<file path="src/rtl/audio_pkg.sv">
// audio_pkg: shared types and constants for the audio period scheduler.
//   sched_state_e : host-mode scheduler FSM states
//   ADDR_*        : CPU register addresses
package audio_pkg;

    typedef enum logic [2:0] {
        StIdle,
        StTrig,
        StWaitDone,
        StPush,
        StDone
    } sched_state_e;

    localparam logic [2:0] ADDR_CTRL   = 3'd0;
    localparam logic [2:0] ADDR_PERIOD = 3'd1;
    localparam logic [2:0] ADDR_STATUS = 3'd2;
    localparam logic [2:0] ADDR_START  = 3'd3;
    localparam logic [2:0] ADDR_OVR    = 3'd4;

endpackage

</file>
<file path="src/rtl/syncro_2.sv">
// syncro_2: two-flop synchronizer for a single asynchronous bit.
//   clk   in  1  destination clock
//   rst_n in  1  async active-low reset, both flops clear to 0
//   d     in  1  asynchronous input
//   q     out 1  synchronized output
module syncro_2 (
    input  logic clk,
    input  logic rst_n,
    input  logic d,
    output logic q
);

    logic meta;

    always_ff @(posedge clk or negedge rst_n) begin
        if (!rst_n) begin
            meta <= 1'b0;
            q    <= 1'b0;
        end else begin
            meta <= d;
            q    <= meta;
        end
    end

endmodule

</file>
<file path="src/rtl/audio_period_sched.sv">
// audio_period_sched: schedules synth sample generation for one audio period.
// Host mode (PERIOD != 0): a START write runs PERIOD trig/push rounds, then raises irq_pend.
// I2S mode (PERIOD == 0): each synchronized lrck rising edge emits trig, each voice_done
// emits a fifo_wr on the next cycle.
// Optional feature: define AUDIO_SCHED_OVR_CNT_EN for a 16-bit saturating counter of START
// writes that arrive while busy (address 4, cleared by any write to address 4).
// Ports:
//   clk, reset_reg_N              clock, async active-low reset
//   address, write, read, datain  CPU register port
//   dataout                       registered read data
//   lrck                          async I2S word clock
//   voice_done                    sample-pair-ready pulse from the synth
//   fifo_level                    current FIFO occupancy
//   trig, fifo_wr, irq            start pulse, FIFO push strobe, interrupt
//   i2s_enable                    high when PERIOD == 0
module audio_period_sched
    import audio_pkg::*;
#(
    parameter int unsigned FIFO_WIDTH    = 6,
    parameter int unsigned AUD_BIT_DEPTH = 24
) (
    input  logic                  clk,
    input  logic                  reset_reg_N,
    input  logic [2:0]            address,
    input  logic                  write,
    input  logic                  read,
    input  logic [31:0]           datain,
    output logic [31:0]           dataout,
    input  logic                  lrck,
    input  logic                  voice_done,
    input  logic [FIFO_WIDTH:0]   fifo_level,
    output logic                  trig,
    output logic                  fifo_wr,
    output logic                  irq,
    output logic                  i2s_enable
);

    localparam int unsigned CW = FIFO_WIDTH + 1;
    localparam logic [CW-1:0] FIFO_DEPTH = CW'(1) << FIFO_WIDTH;

    if (AUD_BIT_DEPTH > 32) begin : g_depth_check
        $error("AUD_BIT_DEPTH must not exceed 32");
    end

    sched_state_e  state_q, state_d;
    logic          run_q, irq_en_q, irq_pend_q;
    logic [CW-1:0] period_q, count_q, count_d, count_inc;
    logic          lrck_sync, lrck_prev, lrck_rise;
    logic          run_next, start_wr, busy, push, irq_set;
    logic [31:0]   rdata;
    logic          unused_datain;

    assign unused_datain = ^datain[31:CW];

    syncro_2 u_lrck_sync (
        .clk   (clk),
        .rst_n (reset_reg_N),
        .d     (lrck),
        .q     (lrck_sync)
    );

    assign lrck_rise  = lrck_sync & ~lrck_prev;
    assign i2s_enable = (period_q == '0);
    assign busy       = (state_q != StIdle);
    assign start_wr   = write && (address == ADDR_START);
    // Clearing run takes effect on the cycle after the CTRL write, not one later.
    assign run_next   = (write && (address == ADDR_CTRL)) ? datain[0] : run_q;
    assign count_inc  = count_q + CW'(1);
    assign irq        = irq_pend_q & irq_en_q;

    always_comb begin
        state_d = state_q;
        count_d = count_q;
        push    = 1'b0;
        irq_set = 1'b0;
        unique case (state_q)
            StIdle: begin
                if (start_wr && run_q && (period_q != '0)) begin
                    state_d = StTrig;
                    count_d = '0;
                end
            end
            StTrig:     state_d = StWaitDone;
            StWaitDone: if (voice_done) state_d = StPush;
            StPush: begin
                if (fifo_level < FIFO_DEPTH) begin
                    push    = 1'b1;
                    count_d = count_inc;
                    state_d = (count_inc == period_q) ? StDone : StTrig;
                end
            end
            StDone: begin
                irq_set = 1'b1;
                state_d = StIdle;
            end
            default: state_d = StIdle;
        endcase
        // Abort: drop to IDLE, discard progress, leave irq_pend alone.
        if (!run_next && busy) begin
            state_d = StIdle;
            count_d = '0;
            push    = 1'b0;
            irq_set = 1'b0;
        end
    end

    always_comb begin
        rdata = '0;
        unique case (address)
            ADDR_CTRL:   rdata[1:0] = {irq_en_q, run_q};
            ADDR_PERIOD: rdata[CW-1:0] = period_q;
            ADDR_STATUS: begin
                rdata[0]            = busy;
                rdata[1]            = irq_pend_q;
                rdata[16+CW-1:16]   = count_q;
            end
`ifdef AUDIO_SCHED_OVR_CNT_EN
            ADDR_OVR:    rdata[15:0] = ovr_q;
`endif
            default:     rdata = '0;
        endcase
    end

    always_ff @(posedge clk or negedge reset_reg_N) begin
        if (!reset_reg_N) begin
            state_q    <= StIdle;
            run_q      <= 1'b0;
            irq_en_q   <= 1'b0;
            period_q   <= '0;
            count_q    <= '0;
            irq_pend_q <= 1'b0;
            lrck_prev  <= 1'b0;
            trig       <= 1'b0;
            fifo_wr    <= 1'b0;
            dataout    <= '0;
        end else begin
            state_q   <= state_d;
            count_q   <= count_d;
            lrck_prev <= lrck_sync;
            // trig/fifo_wr are registered: both strobes follow their cause by one cycle.
            trig      <= (state_d == StTrig) | (i2s_enable & run_q & lrck_rise);
            fifo_wr   <= push | (i2s_enable & run_q & voice_done);
            if (write && (address == ADDR_CTRL)) begin
                run_q    <= datain[0];
                irq_en_q <= datain[1];
            end
            if (write && (address == ADDR_PERIOD) && !busy) begin
                period_q <= datain[CW-1:0];
            end
            if (irq_set) begin
                irq_pend_q <= 1'b1;
            end else if (write && (address == ADDR_STATUS) && datain[1]) begin
                irq_pend_q <= 1'b0;
            end
            if (read) begin
                dataout <= rdata;
            end
        end
    end

`ifdef AUDIO_SCHED_OVR_CNT_EN
    logic [15:0] ovr_q;

    always_ff @(posedge clk or negedge reset_reg_N) begin
        if (!reset_reg_N) begin
            ovr_q <= '0;
        end else if (write && (address == ADDR_OVR)) begin
            ovr_q <= '0;
        end else if (start_wr && busy && (ovr_q != 16'hFFFF)) begin
            ovr_q <= ovr_q + 16'd1;
        end
    end
`endif

endmodule

</file>
<file path="config.mk">
export PLATFORM = sky130hd
export DESIGN_NAME = audio_period_sched
export DESIGN_NICKNAME = d
export VERILOG_FILES = /design/src/rtl/audio_pkg.sv /design/src/rtl/syncro_2.sv /design/src/rtl/audio_period_sched.sv
export SDC_FILE = /design/constraint.sdc
export NUM_CORES = 1
export LEC_CHECK = 0
export BUFFER_PORTS_ARGS = -buffer_cell sky130_fd_sc_hd__buf_2
export CAP_MARGIN = 20
export CORE_MARGIN = 2
export CORE_UTILIZATION = 30
export CTS_CLUSTER_DIAMETER = 120
export DETAILED_ROUTE_END_ITERATION = 7
export GPL_TIMING_DRIVEN = 0
export PLACE_DENSITY = 0.56
export SKIP_LAST_GASP = 1
export SLEW_MARGIN = 20
export SYNTH_ARGS = -nofsm -noshare
export SYNTH_HDL_FRONTEND = slang
export SYNTH_SLANG_ARGS = --single-unit
</file>
<file path="constraint.sdc">
create_clock -name clk -period 2.3 [get_ports clk]
set_input_delay 0.23 -clock clk [delete_from_list [all_inputs] [get_ports clk]]
set_output_delay 0.23 -clock clk [all_outputs]
set_load 0.005 [all_outputs]
</file>
; Word-level counts from Yosys, hierarchy flattened
; Cells that the tools add are included.
[classes]
n_addsub = 1
n_lt_le_gt_ge = 1
eq_ne = 11
mux = 21
n_bitwise = 8
n_reduce_logical = 19
[ops]
columns = op, n
row1 = two-way mux 7 bit, 4
row2 = two-way mux 3 bit, 5
row3 = one-hot mux 7 bit (2 select lines), 1
row4 = == test 3 x 2 -> 1 bit (second input constant), 4
row5 = one-hot mux 3 bit (4 select lines), 1
row6 = == test 3 x 1 -> 1 bit (second input constant), 3
row7 = logical AND 1 bit, 9
row8 = two-way mux 1 bit, 8
row9 = adder 7 x 1 -> 7 bit (second input constant), 1
row10 = == test 7 bit, 1
row11 = zero test 7 bit, 1
row12 = < comparator 7 bit (second input constant), 1
row13 = nonzero test 7 bit, 1
row14 = zero test 3 bit, 2
row15 = != test 3 bit (second input constant), 2
row16 = one-hot mux 2 bit (3 select lines), 1
row17 = nonzero test 3 bit, 2
row18 = AND 1 bit, 5
row19 = two-way mux 5 bit, 1
row20 = == test 3 bit (second input constant), 1
row21 = AND reduction 3 bit, 1
row22 = zero test 1 bit, 2
row23 = OR 1 bit, 2
row24 = nonzero test 2 bit, 1
row25 = inverter 1 bit, 1
[totals]
register_bits = 39
input_bits = 48
out_inout_bits = 36
elab_cells = 73

; Logic depth before layout (Yosys ltp)
[depth]
word_depth = 9
depth_mapped = 7
ltp_nobuf = 6

; Hierarchy
; Synthesis repeated with hierarchy kept, for this count alone.
[hier_totals]
cells_unflattened = 212
hier_area_um2 = 2109.5
[by_module_without_submodules]
columns = module, n_inst, cells_each, area_each_um2, seq_area_each_um2
row1 = audio_period_sched, 1, 210, 2059.5, 925.9
row2 = syncro_2, 1, 2, 50.0, 50.0

; Least setup slack after synthesis
; Ideal clock, no wire load.
[synth_path]
path_type = input-to-reg
start = input address[0]
end = register count_q[0]
setup_time_ns = 0.128
arrival_ns = 1.739
required_ns = 2.172
setup_slack_ns = 0.434
stages = 6
n_path_buf = 1
path_cell_list = buf_6 > nor4b_4 > mux2i_4 > o21ai_2 > and3_4 > mux2_1
[synth_between]
elab_chain_len = 7
elab_cells_between_ends = 14
classes_between = eq/ne (3) / mux (2) / reduce/logical (9)
[synth_rtl]
columns = item, line
row1 = from (decl), audio_period_sched.sv:24  ; input logic [2:0] address,
row2 = zero test 3 bit, audio_period_sched.sv:67  ; assign run_next = (write && (address == ADDR_CTRL)) ? datain[0] : run_q;
row3 = logical AND 1 bit, audio_period_sched.sv:67
row4 = two-way mux 1 bit, n/a
row5 = zero test 1 bit, audio_period_sched.sv:99  ; if (!run_next && busy) begin
row6 = logical AND 1 bit, audio_period_sched.sv:99
row7 = != test 3 bit (no line) or nonzero test 3 bit (tied branches), n/a
row8 = AND reduction 3 bit (no line), n/a
row9 = to (signal assigned), audio_period_sched.sv:138  ; count_q <= count_d;
row10 = to (decl), audio_period_sched.sv:47  ; logic [CW-1:0] period_q, count_q, count_d, count_inc;
; Several ways; a longest one is shown, not always the timed one.
; A chain may end at the register's enable or synchronous reset.

; Final worst setup path
[layout_path]
start = register period_q[3]
end = output i2s_enable
[layout_between]
elab_chain_len = 1
[layout_rtl]
columns = item, line
row1 = from (decl), audio_period_sched.sv:47
row2 = from (signal assigned), audio_period_sched.sv:148  ; period_q <= datain[CW-1:0];
row3 = zero test 7 bit, audio_period_sched.sv:63  ; assign i2s_enable = (period_q == '0);
row4 = to (decl), audio_period_sched.sv:35  ; output logic i2s_enable
; No other way between the ends.

==> flow_metrics.env <==
export IMPL_outcome="finished clean"
export IMPL_routed_wl_um=4100
export IMPL_cts_buffers=5
export IMPL_worst_setup_path_type="reg -> out"
export IMPL_setup_viol=0
export IMPL_drtAntennaViolNets=0
export IMPL_cts_root_buf="clkbuf_8"
export IMPL_seq_area_um2=976
export IMPL_avgViaCountPerCell=4.40
export IMPL_start_util=0.308
export IMPL_drv_cap=0
export IMPL_synthMostInstantiatedCell="dfrtp_1"
export IMPL_whs_ps=42.0
export IMPL_synthTopCellsByCount="dfrtp_1, nand2_1, buf_4"
export IMPL_synth_area_mm2=0.00208
export IMPL_hold_viol=0
export IMPL_post_cts_resized=0
export IMPL_timing_fmax_mhz=500
export IMPL_ir_drop_v=0.000248
export IMPL_antenna_found_initial=0
export IMPL_via_count=1457
export IMPL_utilization=0.369
export IMPL_grt_ovfl_total=0
export IMPL_diodes=0
export IMPL_routabilityCongestion=0.754
export IMPL_fin_area_mm2=0.00249
export IMPL_setup_tns_final_ps=0
export IMPL_multi_input_area_um2=935
export IMPL_die_h_um=87.3
export IMPL_drv_slew=0
export IMPL_critPathMaxFanout=4
export IMPL_clkTransAtPathRegs_ps=80
export IMPL_dp_cells=323
export IMPL_num_rows=30
export IMPL_die_x_um=87.3
export IMPL_grt_max_degree=40
export IMPL_io_buffers=33
export IMPL_clockBufferDepth=2
export IMPL_post_place_ws_ps=227
export IMPL_cts_tree="done"
export IMPL_period_needed_ps=2000
export IMPL_fin_nets=299
export IMPL_layout_drive_gt1_share=0.327
export IMPL_synth_area_per_cell_um2=10.8
export IMPL_drc=0
export IMPL_synth_area_leader_cell="dfrtp_1"
export IMPL_cts_setup_buffers=0
export IMPL_area_growth_synth_to_final_pct=19.8
export IMPL_synth_top_cell_area_share=0.469
export IMPL_synthDistinctLibCells=48
export IMPL_numClockSinks=39
export IMPL_worstPathArrival_ps=1770
export IMPL_tightestPinTransition_ps=881
export IMPL_ctsHoldBuffers=0
export IMPL_synth_ff_latch_count=39
export IMPL_slew_headroom=0.413
export IMPL_dieArea_mm2=0.00762
export IMPL_leakagePower_nw=1.16
export IMPL_p_total_mw=1.48
export IMPL_synth_ff_type="dfrtp_1"
export IMPL_h_tree_depth=2
export IMPL_period_share=0.870
export IMPL_synth_cells=193
export IMPL_grt_pass1_wl_um=6760
export IMPL_power_density_mw_per_mm2=593
export IMPL_dpl_hpwl_um=3090
export IMPL_drt_iter0_drc=32
export IMPL_clk_latency_ps=290
export IMPL_critPathLaunchType="register"
export IMPL_finalClockSkew_ps=4.99
export IMPL_synth_edf_count=0
export IMPL_first_global_vias=1392
export IMPL_routedWlPerCell_um=12.4
export IMPL_required_ps=2070
export IMPL_core_area_mm2=0.00676
export IMPL_synth_warnings=0
export IMPL_pin_count=84
export IMPL_place_area_mm2=0.00241
export IMPL_nFillCells=694
export IMPL_fin_cells=331
export IMPL_ys_seq_area_frac=0.469
export IMPL_worst_slack_ps=298
export IMPL_grtUsageTotal=0.116
export IMPL_async_reset_ff_frac=1.00
export IMPL_rsz0062_at_grt="false"
export IMPL_ys_top_cells_by_area="dfrtp_1, buf_4, mux2_2, xnor2_1, nand2_1"
export IMPL_first_pass_iters=4
export IMPL_endpoint_kind="primary output"
export IMPL_hp_class="in -> reg"
-- final cells by class --
cell class	instances	area share
sequential	39	0.391
clock buffer	5	0.0276
multi-input combinational	131	0.375
timing repair buffer	33	0.0662
inverter	16	0.0241
buffer	24	0.0697
clock inverter	3	0.00602
tap	80	0.0401
-- path summary, 6_finish.rpt --
path	start	end	slack (ps)	depth (start not counted)
max	period_q[3]	i2s_enable	300	3
min	lrck	u_lrck_sync.meta	40	1
max reg2reg	count_q[0]	state_q[0]	370	6
min reg2reg	u_lrck_sync.meta	u_lrck_sync.q	360	0
max in group asynchronous	reset_reg_N	fifo_wr	1690	1
min in group asynchronous	reset_reg_N	dataout[18]	50	1
-- cell families after synthesis --
group / Yosys count / synth area share
compound gates: 31 / 0.108
xor+xnor: 13 / 0.0547
fa+ha+maj: 1 / 0.00601
buf+inv: 40 / 0.112
flops: 39 / 0.469
mux: 16 / 0.0890
other cells: 1 / 0.00180
simple gates: 52 / 0.159
-- critical path: stages (launching register included) --
cell and delay [ps]:
dfrtp_1 440, or4_4 570, nor4_4 290, buf_2 190
-- routing by layer --
layer / vias to the layer above / routed length [µm] / track usage
li1: 738 / - / -
met1: 676 / 1970 / 0.151
met2: 35 / 1890 / 0.183
met3: 8 / 176 / 0.0284
met4: 0 / 68 / 0.0503
met5: - / 0 / 0
-- layout by cell type, fill, tap and decap left out, types with 6 or more instances in the layout --
cell type	count
dfrtp_1	39
buf_2	34
nand2_1	19
buf_4	18
conb_1	18
inv_1	16
o21ai_0	12
xnor2_1	11
mux2_2	9
nand3_1	6
-- sequential cells by signal, indices dropped and copies added (netlist names) --
| register | count |
|---|---|
| count_q | 7 |
| dataout | 14 |
| fifo_wr | 1 |
| irq_en_q | 1 |
| irq_pend_q | 1 |
| lrck_prev | 1 |
| period_q | 7 |
| run_q | 1 |
| state_q | 3 |
| trig | 1 |
| u_lrck_sync.meta | 1 |
| u_lrck_sync.q | 1 |
-- power by group --
part	internal (mW)	switching [mW]
Combinational	0.125	0.112
Sequential	0.733	0.0631
Clock	0.207	0.238
Total	1.07	0.413
Note: power is estimated with default switching activity, not from simulation.
